===== src/rtl/card_dealer_pkg.sv =====
// Shared types and constants for the card dealer controller.
// Holds the FSM state encoding, default sizing and requester identifiers.
package card_dealer_pkg;

  // Default sizing for a standard 52-card deck of 4-bit card values
  localparam int DECK_SIZE_DEF       = 52;
  localparam int ADDR_W_DEF          = 6;
  localparam int CARD_W_DEF          = 4;
  localparam int SHUFFLE_TIMEOUT_DEF = 1024;

  // Requester identifiers used for grants and the round-robin history
  localparam logic ID_PLAYER = 1'b0;
  localparam logic ID_DEALER = 1'b1;

  typedef enum logic [2:0] {
    ST_IDLE      = 3'd0,
    ST_SHUF_REQ  = 3'd1,
    ST_SHUF_WAIT = 3'd2,
    ST_READY     = 3'd3,
    ST_DEAL      = 3'd4,
    ST_EMPTY     = 3'd5,
    ST_ERROR     = 3'd6
  } state_e;

  // Fixed-priority pick: player wins whenever it asks; a lone dealer
  // request goes to the dealer. With no request the result is unused.
  function automatic logic fixed_winner(input logic req_player,
                                        input logic req_dealer);
    return (req_player || !req_dealer) ? ID_PLAYER : ID_DEALER;
  endfunction

endpackage


===== src/rtl/card_dealer_arb.sv =====
// Two-requester arbiter for the shared deck read port.
// Build option: CARD_DEALER_RR_EN selects round-robin on ties; without it
// the player always wins ties and no history register exists.
module card_dealer_arb
  import card_dealer_pkg::*;
(
`ifdef CARD_DEALER_RR_EN
  input  logic clock,
  input  logic reset,
  input  logic grant_en,
`endif
  input  logic req_player,
  input  logic req_dealer,
  output logic grant_id
);

`ifdef CARD_DEALER_RR_EN
  // rr_last_q is 1 when the player received the most recent grant, so the
  // reset value of 0 means "dealer served last" and the player wins the
  // first tie.
  logic rr_last_q;
  logic rr_last_d;

  // Pick the winner, alternating on a tie, and record who was served
  always_comb begin
    grant_id  = fixed_winner(req_player, req_dealer);
    rr_last_d = rr_last_q;
    if (req_player && req_dealer) begin
      grant_id = rr_last_q ? ID_DEALER : ID_PLAYER;
    end
    if (grant_en) begin
      rr_last_d = (grant_id == ID_PLAYER);
    end
  end

  // Round-robin history register
  always_ff @(posedge clock or posedge reset) begin
    if (reset) begin
      rr_last_q <= 1'b0;
    end else begin
      rr_last_q <= rr_last_d;
    end
  end
`else
  // Fixed priority: the player takes every tie
  always_comb begin
    grant_id = fixed_winner(req_player, req_dealer);
  end
`endif

endmodule


===== src/rtl/card_dealer_ctrl.sv =====
// Card dealer sequencer: triggers one deck shuffle per game, then serves
// cards from a linear read pointer to the player and dealer, tracking the
// cards remaining and flagging deck exhaustion or a shuffle timeout.
// Build option: CARD_DEALER_RR_EN enables round-robin tie arbitration.
module card_dealer_ctrl
  import card_dealer_pkg::*;
#(
  parameter int DECK_SIZE       = DECK_SIZE_DEF,
  parameter int ADDR_W          = ADDR_W_DEF,
  parameter int CARD_W          = CARD_W_DEF,
  parameter int SHUFFLE_TIMEOUT = SHUFFLE_TIMEOUT_DEF
) (
  input  logic              clock,
  input  logic              reset,
  input  logic              start_game,
  output logic              shuffle_start,
  input  logic              shuffle_done,
  output logic [ADDR_W-1:0] deck_addr,
  input  logic [CARD_W-1:0] deck_card,
  input  logic              req_player,
  input  logic              req_dealer,
  output logic [CARD_W-1:0] card_out,
  output logic              card_valid_player,
  output logic              card_valid_dealer,
  output logic [ADDR_W-1:0] cards_left,
  output logic              ready,
  output logic              deck_empty,
  output logic              shuffle_error
);

  // Wide enough to count 0 .. SHUFFLE_TIMEOUT-1
  localparam int TO_W = (SHUFFLE_TIMEOUT > 2) ? $clog2(SHUFFLE_TIMEOUT) : 1;

  localparam logic [ADDR_W-1:0] FULL_DECK  = ADDR_W'(DECK_SIZE);
  localparam logic [ADDR_W-1:0] LAST_CARD  = ADDR_W'(1);
  localparam logic [TO_W-1:0]   TO_LIMIT   = TO_W'(SHUFFLE_TIMEOUT - 1);

  state_e            state_q, state_d;
  logic [ADDR_W-1:0] deck_addr_q, deck_addr_d;
  logic [ADDR_W-1:0] cards_left_q, cards_left_d;
  logic [CARD_W-1:0] card_out_q, card_out_d;
  logic              valid_player_q, valid_player_d;
  logic              valid_dealer_q, valid_dealer_d;
  logic [TO_W-1:0]   timeout_q, timeout_d;
  logic              grant_q, grant_d;

  logic any_req;
  logic arb_grant;
  logic grant_en;

  assign any_req  = req_player || req_dealer;
  assign grant_en = (state_q == ST_READY) && any_req;

  card_dealer_arb u_arb (
`ifdef CARD_DEALER_RR_EN
    .clock      (clock),
    .reset      (reset),
    .grant_en   (grant_en),
`endif
    .req_player (req_player),
    .req_dealer (req_dealer),
    .grant_id   (arb_grant)
  );

  // Next-state and datapath updates for the shuffle handshake and dealing
  always_comb begin
    state_d        = state_q;
    deck_addr_d    = deck_addr_q;
    cards_left_d   = cards_left_q;
    card_out_d     = card_out_q;
    valid_player_d = 1'b0;
    valid_dealer_d = 1'b0;
    timeout_d      = timeout_q;
    grant_d        = grant_q;

    case (state_q)
      ST_IDLE: begin
        if (start_game) begin
          state_d = ST_SHUF_REQ;
        end
      end

      ST_SHUF_REQ: begin
        timeout_d = '0;
        state_d   = ST_SHUF_WAIT;
      end

      ST_SHUF_WAIT: begin
        if (shuffle_done) begin
          deck_addr_d  = '0;
          cards_left_d = FULL_DECK;
          state_d      = ST_READY;
        end else if (timeout_q == TO_LIMIT) begin
          state_d = ST_ERROR;
        end else begin
          timeout_d = timeout_q + 1'b1;
        end
      end

      ST_READY: begin
        if (any_req) begin
          grant_d = arb_grant;
          state_d = ST_DEAL;
        end
      end

      ST_DEAL: begin
        card_out_d = deck_card;
        if (grant_q == ID_PLAYER) begin
          valid_player_d = 1'b1;
        end else begin
          valid_dealer_d = 1'b1;
        end
        cards_left_d = cards_left_q - 1'b1;
        if (cards_left_q == LAST_CARD) begin
          state_d = ST_EMPTY;
        end else begin
          deck_addr_d = deck_addr_q + 1'b1;
          state_d     = ST_READY;
        end
      end

      ST_EMPTY: begin
        state_d = ST_EMPTY;
      end

      ST_ERROR: begin
        state_d = ST_ERROR;
      end

      default: begin
        state_d = ST_IDLE;
      end
    endcase
  end

  // State and datapath registers, cleared asynchronously
  always_ff @(posedge clock or posedge reset) begin
    if (reset) begin
      state_q        <= ST_IDLE;
      deck_addr_q    <= '0;
      cards_left_q   <= '0;
      card_out_q     <= '0;
      valid_player_q <= 1'b0;
      valid_dealer_q <= 1'b0;
      timeout_q      <= '0;
      grant_q        <= ID_PLAYER;
    end else begin
      state_q        <= state_d;
      deck_addr_q    <= deck_addr_d;
      cards_left_q   <= cards_left_d;
      card_out_q     <= card_out_d;
      valid_player_q <= valid_player_d;
      valid_dealer_q <= valid_dealer_d;
      timeout_q      <= timeout_d;
      grant_q        <= grant_d;
    end
  end

  assign deck_addr         = deck_addr_q;
  assign cards_left        = cards_left_q;
  assign card_out          = card_out_q;
  assign card_valid_player = valid_player_q;
  assign card_valid_dealer = valid_dealer_q;
  assign shuffle_start     = (state_q == ST_SHUF_REQ);
  assign ready             = (state_q == ST_READY);
  assign deck_empty        = (state_q == ST_EMPTY);
  assign shuffle_error     = (state_q == ST_ERROR);

endmodule

===== config.mk =====
export PLATFORM = sky130hd
export DESIGN_NAME = card_dealer_ctrl
export DESIGN_NICKNAME = d
export VERILOG_FILES = /design/src/rtl/card_dealer_pkg.sv /design/src/rtl/card_dealer_arb.sv /design/src/rtl/card_dealer_ctrl.sv
export SDC_FILE = /design/constraint.sdc
export NUM_CORES = 1
export LEC_CHECK = 0
export ABC_AREA = 1
export BUFFER_PORTS_ARGS = -buffer_cell sky130_fd_sc_hd__buf_2
export CELL_PAD_IN_SITES_DETAIL_PLACEMENT = 0
export CELL_PAD_IN_SITES_GLOBAL_PLACEMENT = 1
export CORE_AREA = 4 4 71 73
export DETAILED_ROUTE_END_ITERATION = 6
export DIE_AREA = 0 0 75 77
export MAX_ROUTING_LAYER = met4
export PLACE_DENSITY_LB_ADDON = 0.1
export SETUP_SLACK_MARGIN = 0.15
export SLEW_MARGIN = 30
export SYNTH_ARGS = -nofsm -noshare
export SYNTH_HDL_FRONTEND = slang
export SYNTH_HIERARCHICAL = 1
export SYNTH_SLANG_ARGS = --single-unit
export TNS_END_PERCENT = 1

===== constraint.sdc =====
create_clock -name clock -period 1.7 [get_ports clock]
set_input_delay 0.085 -clock clock [delete_from_list [all_inputs] [get_ports clock]]
set_output_delay 0.085 -clock clock [all_outputs]
set_load 0.005 [all_outputs]

==> results of run 1 <==
[worst paths after layout]
| check | slack [ns] | start | endpoint | depth (start not counted) |
|---|---|---|---|---|
| worst max-delay path | 0.29 | timeout_q[0] | state_q[0] | 9 |
| min in group asynchronous | 0.42 | reset | deck_addr[1] | 4 |
| worst min register to register | 0.43 | grant_q | card_valid_player | 1 |
| max in group asynchronous | 0.99 | reset | state_q[0] | 4 |
| worst max register to register | 0.29 | timeout_q[0] | state_q[0] | 9 |
| worst min-delay path | 0.01 | deck_card[3] | card_out[3] | 3 |
[cells by family (layout without fill, tap and decap cells)]
kind of cell,after synthesis,count (layout)
compound gates,28,28
xor+xnor,3,3
fa+ha+maj,4,4
buf+inv,37,84
flops,32,32
simple gates,119,119
[registers in the layout, indices dropped and copies added (netlist names)]
name               cells
state_q                3
card_out               4
card_valid_player      1
card_valid_dealer      1
deck_addr              6
cards_left             6
grant_q                1
timeout_q             10
[power groups by stage]
stage	sequential, mW	clock, mW	combinational (mW)
4_1_cts	1.13	0.610	1.09
3_3_place_gp	1.14	0	1.07
2_1_floorplan	1.12	0	0.717
3_5_place_dp	1.14	0	1.09
5_1_grt	1.16	0.644	1.30
6_report	1.13	0.583	1.10
[per-stage QoR]
stage | setup slack (ns) | hold WS (ns) | instances | power, mW | cell area, um2
after floorplan | 0.4059 | 0.1946 | 223 | 1.841 | 1742
after global placement | 0.1874 | 0.1983 | 308 | 2.215 | 1979
after detailed placement | 0.2067 | 0.1990 | 308 | 2.223 | 1979
after CTS | 0.1850 | 0.003545 | 320 | 2.834 | 2107
after global routing | 0.1533 | 0.02382 | 322 | 3.105 | 2132
final | 0.2945 | 0.009986 | 322 | 2.810 | 2132
[worst register-to-register path, delay by kind of cell, from the launching register on]
family / cells / cell delay, ns
adders and majority gates: 1 / 0.21
and+or+nand+nor: 8 / 0.72
DFF: 1 / 0.41
[layout make-up]
class	count	area, um2
inverter	36	137.6
fill	451	2222
clock buffer	5	68.82
sequential	32	800.8
tap	52	65.06
timing repair buffer	40	232.7
clock inverter	3	18.77
multi-input combinational	154	808.3
[timing repair]
action | 4_1_cts | 5_1_grt
buffers inserted | 0 | 2
endpoints found under the hold margin | 35 | 0
gates resized for setup | 0 | 3
hold buffers | 4 | 0
setup endpoints to repair | 0 | 9
[routing by layer]
| layer | wire [um] | global-route usage, % | vias to the layer above |
|---|---|---|---|
| met5 | 0 | - | - |
| met4 | 49 | 4.982 | 0 |
| met3 | 109 | 3.137 | 6 |
| met2 | 2006 | 26.39 | 20 |
| met1 | 1762 | 19.43 | 702 |
| li1 | - | - | 802 |
[layout by cell type, fill, tap and decap left out, drive strengths merged, types with 5 or more instances in the layout]
| cell | netlist | routed |
|---|---|---|
| a21oi | 9 | 9 |
| buf | 1 | 36 |
| clkbuf | 0 | 5 |
| dfrtp | 32 | 32 |
| inv | 36 | 36 |
| nand2 | 67 | 67 |
| nand3 | 20 | 20 |
| nand4 | 5 | 5 |
| nor2 | 20 | 20 |
| o21ai | 16 | 16 |
==> PnR_summary.wiki, run 1 <==
{| class="wikitable"
! Metric !! Value
|-
| Data arrival time of the critical path || between 1.5 and 2 ns
|-
| Most instantiated cells after synthesis || sky130_fd_sc_hd__nand2_1, sky130_fd_sc_hd__dfrtp_1, sky130_fd_sc_hd__inv_1, sky130_fd_sc_hd__nand3_1, sky130_fd_sc_hd__nor2_1
|-
| Row cnt || 24
|-
| Combined global-route utilization of all metal layers || 16.02%
|-
| Max clock buf depth || 2
|-
| Synth area leaders || sky130_fd_sc_hd__dfrtp_1, sky130_fd_sc_hd__nand2_1, sky130_fd_sc_hd__inv_1
|-
| Post-synth ARST share || between 90% and 100%
|-
| TritonCTS clock tree || done
|-
| Endpoint required time on the critical path || 1.92 ns
|-
| Number of synthesized register bits || 32
|-
| Top-count cell post-synth || sky130_fd_sc_hd__nand2_1
|-
| Portion of the clock cycle consumed by the worst path in the final layout || 82.68%
|-
| RSZ-0062 raised after global routing || no
|-
| Total clock buffers created by CTS || 5
|-
| Final WL || roughly 3.9 mm
|-
| Area share of the largest cell type after synthesis || 45.98%
|-
| Reported net switching power || ~1.1 mW
|-
| Estimated wirelength of the detail-placed design || 2.973 mm
|-
| Internal Pwr Total || 1.661 mW
|-
| Share of synthesized cell area in and, or, nand and nor gates || 32.90%
|-
| Top achievable clock speed || 0.7115 GHz
|-
| Ratio of total power to cell area || 1318 mW/mm2
|-
| Worst Setup Start Kind || register
|-
| Die extent in y || around 77 um
|-
| Number of port buffers || 31
|-
| Setup TNS Final || 0 ns
|-
| Stage delay of the slowest cell on the critical path || 0.41 ns
|-
| Top cell type by total area after synthesis || sky130_fd_sc_hd__dfrtp_1
|-
| Time the worst path needs with I/O delays and setup || 1.405 ns
|-
| Cell at the slowest stage of the critical path || sky130_fd_sc_hd__dfrtp_1
|-
| Number of DRC markers after the initial detailed-route iteration || 44
|-
| Number of pins with negative max-slew slack in the final report || 0
|-
| Maximum number of pins on one net before global-route repair || 33
|-
| Antenna fix cells || 0
|-
| GRT Residual Overflow || 0
|-
| Wire length of the first global-routing pass || 6.996 mm
|-
| Clock transition at the registers of the reported paths || 0.07 ns
|-
| Synth Area in Compound Gates || 8.549%
|-
| Portion of total power attributed to combinational logic || roughly 40%
|-
| Adder-cell share of the synthesized area || 2.874%
|-
| Clk network pwr share || 20.7%
|-
| Average footprint of a synthesized cell || 7.810 um2
|-
| Die span in x || 75 um
|-
| Total buffers and inverters traversed by the critical path || 0
|-
| Netlist cell types || 29
|-
| Net count after synthesis || between 200 and 250
|-
| Max Clock Skew || between 0.005 and 0.006 ns
|-
| Cell chosen for the clock root || sky130_fd_sc_hd__clkbuf_8
|-
| Final hold violation count || 0
|-
| Ordered list of cells on the worst path || ha_2, nand2_2, nor2_4, nand3_2, nand2_4, nand2_2, nor2_4, nand2_1, nand2_1
|-
| Floorplan Core Area || approximately 0.0044 mm2
|-
| Cells after Synth || approximately 220
|-
| Total iterations of the first detailed-routing run || 4
|-
| Slew at the pin closest to its max-slew limit || 0.4082 ns
|-
| Portion of netlist area occupied by mux cells || 0%
|-
| Routability Congestion || approximately 0.7
|-
| Outcome || complete, no violations
|-
| Main combinational cell family by area after synthesis || simple AND/OR/NAND/NOR gates
|-
| Flop pwr share || 40.1%
|-
| Count of endpoints failing setup in the final report || 0
|-
| Sequential element share of the synthesized area || between 40% and 50%
|-
| Post-layout net count || 283
|-
| Peak supply drop || 0.0007521 V
|-
| Fraction of power spent switching nets || 40.90%
|-
| Effective utilization at floorplan || 40.00%
|-
| Clock sink count || 32
|-
| Cell type group with the largest total delay on the critical path || simple AND/OR/NAND/NOR gates
|-
| Average detailed-routed wire length per instance || about 12 um
|-
| Synth Area in XOR/XNOR || between 1.5 and 2%
|-
| Post-Route Utilization || between 40 and 50%
|-
| Count of vias placed by the detailed router || ~1500
|-
| Path category of the worst min-delay check || in -> reg
|-
| Detail-routed via count per cell || 4.752
|-
| Headroom to the max-slew limit || 72.79%
|-
| Max Cap Violations || 0
|-
| Synthesis Warnings || 6
|-
| Leakage || 1.132 nW
|-
| Fraction of final layout cells with drive strength greater than 1 || 25.93%
|-
| H-tree level count || 2
|-
| Area of the die || 0.005775 mm2
|-
| Number of antenna violations at the first check in global routing || 0
|-
| Number of enable flip-flop cells after synthesis || 0
|-
| Post-detailed-route DRC marker count || 0
|-
| Number of placed I/O pins || 32
|-
| Post-detailed-route count of antenna-violating nets || 0
|-
| Combined area of all synthesized cells || 0.001742 mm2
|-
| Clock insertion delay at the later pin of the skew report || between 0.2 and 0.3 ns
|-
| Start-to-end type of the worst setup path || reg -> reg
|-
| Area overhead of the layout relative to synthesis || 22.41%
|-
| Top flip-flop cell by instance count after synthesis || sky130_fd_sc_hd__dfrtp_1
|-
| Largest fanout of any net on the critical path || 5
|-
| Vias in the first global route || 1539
|-
| Crit end category || register
|}
(Power assumes the default switching activity.)
==> run 2, diff against run 1 <==
Clock period 1.7 ns to 1.43 ns, I/O delays scaled along.
==> run 2 against run 1 <==
Compared with the run above:
- clock power increased by 13%
- global-route usage increased by 0.54 points
- flip-flop and latch count unchanged
- worst hold slack improved by 0.082 ns
- clock-buffer cell count increased by 1
- sequential share of layout area decreased by 3.1 points
- critical endpoint is now deck_empty
- largest power group is now combinational logic
- largest cell class unchanged
- combinational power increased by 51%
- utilization increased by 4.5 points
- worst setup slack got worse by 0.23 ns
- clock skew decreased by 0.0027 ns
- via count increased by 3.2%
==> PnR_summary.wiki, run 2 (synthesis gave the netlist of run 1 again) <==
{| class="wikitable"
! Metric !! Value
|-
| Number of port buffers || 31
|-
| Number of pins with negative max-slew slack in the final report || 0
|-
| Detail-routed via count per cell || 4.685
|-
| Count of vias placed by the detailed router || 1579
|-
| Leakage || 1.222 nW
|-
| Antenna fix cells || 0
|-
| H-tree level count || 2
|-
| Maximum number of pins on one net before global-route repair || 33
|-
| Wire length of the first global-routing pass || 7.348 mm
|-
| Combined global-route utilization of all metal layers || 16.56%
|-
| Vias in the first global route || 1661
|-
| Critical path destination || deck_empty
|-
| Die span in x || 75 um
|-
| Worst Setup Start Kind || register
|-
| Worst setup margin || between 0.06 and 0.07 ns
|-
| Critical path origin || state_q[1]
|-
| Crit end category || output port
|-
| Critical register-to-register path startpoint || state_q[1]
|-
| Max reg flops || 10
|-
| Die extent in y || between 70 and 80 um
|-
| Post-detailed-route DRC marker count || 0
|-
| Data arrival time of the critical path || 1.30 ns
|-
| Area of the die || 0.005775 mm2
|-
| Most frequent cells in the layout || sky130_fd_sc_hd__nand2_1, sky130_fd_sc_hd__buf_2, sky130_fd_sc_hd__dfrtp_1
|-
| TritonCTS clock tree || done
|-
| Fraction of final layout cells with drive strength greater than 1 || 31.23%
|-
| Ratio of total power to cell area || about 1600 mW/mm2
|-
| Peak supply drop || about 0.00077 V
|-
| Path category of the worst min-delay check || in -> reg
|-
| Max Cap Violations || 0
|-
| Start-to-end type of the worst setup path || reg -> out
|-
| Effective utilization at floorplan || between 30% and 40%
|-
| Number of DRC markers after the initial detailed-route iteration || 58
|-
| Worst setup slack before clock tree synthesis || 0.03373 ns
|-
| Total iterations of the first detailed-routing run || 4
|-
| Estimated wirelength of the detail-placed design || 2.894 mm
|-
| Clock sink count || 32
|-
| Area overhead of the layout relative to synthesis || 33.76%
|-
| Clock transition at the registers of the reported paths || 0.06 ns
|-
| Headroom to the max-slew limit || 72.84%
|-
| Routability Congestion || slightly above 0.8
|-
| Post-layout net count || about 300
|-
| Final WL || around 4.2 mm
|-
| Slew at the pin closest to its max-slew limit || 0.4074 ns
|-
| Post-Route Utilization || 53.51%
|-
| Register with the highest flop count || timeout_q
|-
| Max Clock Skew || just under 0.003 ns
|-
| Row cnt || 24
|-
| GRT Residual Overflow || 0
|-
| Max clock buf depth || 2
|-
| Endpoint required time on the critical path || 1.36 ns
|-
| Floorplan Core Area || 0.004354 mm2
|-
| Top achievable clock speed || 0.7313 GHz
|-
| Outcome || complete, no violations
|-
| Count of endpoints failing setup in the final report || 0
|-
| Clock insertion delay at the later pin of the skew report || 0.28 ns
|-
| Largest fanout of any net on the critical path || 4
|-
| Worst reg-to-reg setup slack || approximately 0.10 ns
|-
| Path depth of the worst reg2reg path || 7
|-
| Post-detailed-route count of antenna-violating nets || 0
|-
| Commonest non-fill, non-tap cell in the layout || sky130_fd_sc_hd__nand2_1
|-
| Average detailed-routed wire length per instance || 12.40 um
|-
| Total clock buffers created by CTS || 5
|-
| Portion of the clock cycle consumed by the worst path in the final layout || 95.62%
|-
| Time the worst path needs with I/O delays and setup || 1.367 ns
|-
| RSZ-0062 raised after global routing || yes
|-
| Number of antenna violations at the first check in global routing || 0
|-
| Number of placed I/O pins || 32
|-
| Final hold violation count || 0
|-
| Cell chosen for the clock root || sky130_fd_sc_hd__clkbuf_8
|-
| Critical register-to-register path endpoint || state_q[2]
|-
| Worst hold stages || 4
|}
==> run 2: worst min-delay path by stage <==
| stage | startpoint | to | slack [ns] |
|---|---|---|---|
| after detailed placement | reset | deck_addr[1] | 0.19 |
| after floorplan | deck_card[0] | card_out[0] | 0.18 |
| after global routing | req_player | grant_q | 0.12 |
| final | req_player | grant_q | 0.09 |
| after CTS | req_player | grant_q | 0.09 |
| after global placement | reset | deck_addr[0] | 0.18 |
==> run 2: timing repair <==
action / in CTS / in global routing
hold buffers: 5 / 0
hold endpoints to repair: 36 / 0
setup buffers: 2 / 8
endpoints found under the setup margin: 19 / 27
pin swaps: 1 / 5
resized for setup: 0 / 21
==> run 2: layer usage <==
layer	routed length [um]	GRT usage (%)	share of wire (%)
met5	0	-	0
met4	45	3.737	1.1
met3	152	4.314	3.6
met2	2020	25.44	48
met1	1960	21.80	47
==> run 2: final cells by class <==
cell class / count / area (um2)
sequential: 32 / 803.3
fill: 415 / 2024
inverter: 36 / 140.1
tap: 52 / 65.06
timing repair buffer: 56 / 355.3
clock buffer: 6 / 72.57
multi-input combinational: 154 / 888.4
clock inverter: 1 / 5.005
==> run 2: power breakdown <==
group | internal [mW] | total, mW | switching, mW
clock | 0.331 | 0.656 | 0.325
combinational | 0.708 | 1.66 | 0.950
sequential | 1.14 | 1.35 | 0.214
==> run 2: per-stage QoR <==
stage          instance area, um2  power [mW]  hold WS (ns)  std cells  setup TNS [ns]
2_1_floorplan                1744       2.190        0.1811        223               0
3_3_place_gp                 2034       2.716        0.1819        315               0
3_5_place_dp                 2034       2.714        0.1883        315               0
4_1_cts                      2177       3.401       0.08574        329               0
5_1_grt                      2330       3.991        0.1162        337        -0.01915
6_report                     2330       3.665       0.09238        337               0
==> run 2: critical path, cell delays in order, from the launching register on <==
cell                      delay [ns]
sky130_fd_sc_hd__dfrtp_2        0.45
sky130_fd_sc_hd__inv_2          0.14
sky130_fd_sc_hd__buf_4          0.13
sky130_fd_sc_hd__nand3_1        0.08
sky130_fd_sc_hd__inv_1          0.10
sky130_fd_sc_hd__buf_2          0.12
==> run 3, diff against run 2 <==
Settings changed: CORE_AREA 4 4 71 73 to 4 4 91 59, DIE_AREA 0 0 75 77 to 0 0 95 63.
==> run 3 against run 2 <==
Compared with the run above:
- clock skew increased by 0.0018 ns
- routed wire length down 1.2%
- flip-flop and latch count did not move
- design area down 5.1%
- first-iteration DRC count increased by 38%
- worst setup slack better by 0.026 ns
- via count fell by 3.4%
- power fell by 6.0%
- non-clock buffer count down 12
- utilization shrank 4.0 points
- global-route usage fell by 0.47 points
- cell count fell by 0.30%
==> PnR_summary.wiki, run 3 (synthesis gave the netlist of run 1 again) <==
{| class="wikitable"
! Metric !! Value
|-
| Outcome || complete, no violations
|-
| Start-to-end type of the worst setup path || reg -> reg
|-
| Path depth of the worst reg2reg path || 9
|-
| Die span in x || roughly 95 um
|-
| Portion of total power attributed to combinational logic || around two fifths
|-
| Critical path origin || timeout_q[0]
|-
| Fraction of final layout cells with drive strength greater than 1 || 28.21%
|-
| Count of vias placed by the detailed router || 1525
|-
| Headroom to the max-slew limit || between 70% and 80%
|-
| Post-detailed-route count of antenna-violating nets || 0
|-
| Path category of the worst min-delay check || in -> reg
|-
| Slew at the pin closest to its max-slew limit || 0.4255 ns
|-
| Time the worst path needs with I/O delays and setup || 1.342 ns
|-
| Area of the die || roughly 0.006 mm2
|-
| Die extent in y || roughly 63 um
|-
| Peak supply drop || 0.0006254 V
|-
| Estimated wirelength of the detail-placed design || 3.025 mm
|-
| Max reg flops || 10
|-
| Worst Setup Start Kind || register
|-
| Portion of the clock cycle consumed by the worst path in the final layout || between 90 and 100%
|-
| Final hold violation count || 0
|-
| RSZ-0062 raised after global routing || yes
|-
| Effective utilization at floorplan || 38.97%
|-
| Ratio of total power to cell area || approximately 1600 mW/mm2
|-
| Worst reg-to-reg setup slack || 0.09 ns
|-
| Number of antenna violations at the first check in global routing || 0
|-
| Cell chosen for the clock root || sky130_fd_sc_hd__clkbuf_8
|-
| Area overhead of the layout relative to synthesis || 26.94%
|-
| Internal Pwr Total || 2.029 mW
|-
| Number of pins with negative max-slew slack in the final report || 0
|-
| Commonest non-fill, non-tap cell in the layout || sky130_fd_sc_hd__nand2_1
|-
| Number of DRC markers after the initial detailed-route iteration || 80
|-
| Floorplan Core Area || 0.004469 mm2
|-
| Ordered list of cells on the worst path || ha_4, nand2_4, nor2_4, nand3_2, nand2_4, nand2_1, nor2_2, nand2_1, nand2_1
|-
| Total clock buffers created by CTS || 5
|-
| Top achievable clock speed || 0.7453 GHz
|-
| Most numerous cell on the critical path || sky130_fd_sc_hd__nand2_1
|-
| Total iterations of the first detailed-routing run || 4
|-
| Register with the highest flop count || timeout_q
|-
| Vias in the first global route || 1490
|-
| Average detailed-routed wire length per instance || 12.29 um
|-
| Detail-routed via count per cell || 4.539
|-
| Maximum number of pins on one net before global-route repair || 33
|-
| Post-layout net count || 287
|-
| Combined global-route utilization of all metal layers || roughly 16%
|-
| Reported net switching power || 1.414 mW
|-
| Clock sink count || 32
|-
| Worst hold stages || 4
|-
| Final WL || between 4 and 5 mm
|-
| Stage delay of the slowest cell on the critical path || 0.41 ns
|-
| Post-Route Utilization || 49.47%
|-
| Clock transition at the registers of the reported paths || 0.07 ns
|-
| Routability Congestion || 0.7968
|-
| Worst setup slack before clock tree synthesis || ~0.059 ns
|-
| Clk network pwr share || between 10% and 20%
|-
| Critical register-to-register path startpoint || timeout_q[0]
|-
| Count of endpoints failing setup in the final report || 0
|-
| Number of port buffers || 31
|-
| Row cnt || 19
|-
| Critical path destination || state_q[0]
|-
| Antenna fix cells || 0
|-
| Cell at the slowest stage of the critical path || sky130_fd_sc_hd__dfrtp_1
|-
| Total cell area at the placement stage || 0.002026 mm2
|-
| Clock insertion delay at the later pin of the skew report || ~0.28 ns
|-
| Post-detailed-route DRC marker count || 0
|-
| Data arrival time of the critical path || about 1.6 ns
|-
| Flop pwr share || 38.9%
|-
| Critical register-to-register path endpoint || state_q[0]
|-
| Leakage || ~1.2 nW
|-
| Max Cap Violations || 0
|-
| H-tree level count || 2
|-
| Fraction of power spent switching nets || 41.07%
|-
| Most frequent cells in the layout || sky130_fd_sc_hd__nand2_1, sky130_fd_sc_hd__buf_2, sky130_fd_sc_hd__dfrtp_1
|-
| Filler Cell Count || about 470
|-
| Final design instance area without fill || ~0.0022 mm2
|-
| GRT Residual Overflow || 0
|-
| Max clock buf depth || 2
|-
| Worst setup margin || 0.08824 ns
|-
| Number of placed I/O pins || 32
|-
| Endpoint required time on the critical path || 1.65 ns
|-
| Sum of internal, switching and leakage power || 3.443 mW
|-
| Wire length of the first global-routing pass || 7.272 mm
|-
| Largest fanout of any net on the critical path || 4
|-
| TritonCTS clock tree || done
|-
| Max Clock Skew || 0.004722 ns
|-
| Crit end category || register
|}
[run 3: critical path: cells and delay by family (launching register included)]
family / cells / cell delay [ns]
adders and majority gates: 1 / 0.17
and+or+nand+nor: 8 / 0.70
DFF: 1 / 0.41
[run 3: layout make-up]
class,count,area (um2),share of cell area (%)
inverter,36,142.6,6.452
tap,63,78.83,3.565
timing repair buffer,44,265.3,12.00
clock inverter,1,5.005,0.2264
clock buffer,6,72.57,3.282
sequential,32,803.3,36.33
multi-input combinational,154,843.3,38.14
[run 3: power by group through the flow]
| stage | sequential, mW | clock, mW | combinational [mW] |
|---|---|---|---|
| global route | 1.38 | 0.721 | 1.68 |
| detailed placement | 1.34 | 0 | 1.36 |
| CTS | 1.32 | 0.683 | 1.39 |
| global placement | 1.34 | 0 | 1.36 |
| floorplan | 1.34 | 0 | 0.854 |
| finish | 1.34 | 0.656 | 1.45 |
[run 3: worst min path at each step]
stage | start | end
final | req_player | grant_q
after CTS | req_player | grant_q
after detailed placement | reset | timeout_q[0]
after global routing | req_player | grant_q
after floorplan | deck_card[0] | card_out[0]
after global placement | reset | timeout_q[0]
[run 3: layer usage]
metal  global-route usage [%]  vias to the layer above  part of all wire, %
met5                        -                        -                    0
met4                    4.317                        0                 0.44
met3                    3.971                        2                  3.7
met2                    20.63                       31                   38
met1                    24.63                      684                   58
li1                         -                      808                    -
[run 3: timing repair]
item,CTS,global route
setup buffers,1,0
setup endpoints to repair,22,29
resized for setup,1,13
hold buffers,5,0
hold endpoints to repair,36,0
gates cloned,0,0
[run 3: per-stage QoR]
stage	hold WS (ns)	cells	setup TNS, ns
2_1_floorplan	0.1811	223	0
3_3_place_gp	0.1879	323	0
3_5_place_dp	0.1984	323	0
4_1_cts	0.08221	336	0
5_1_grt	0.1100	336	-0.008586
6_report	0.09036	336	0
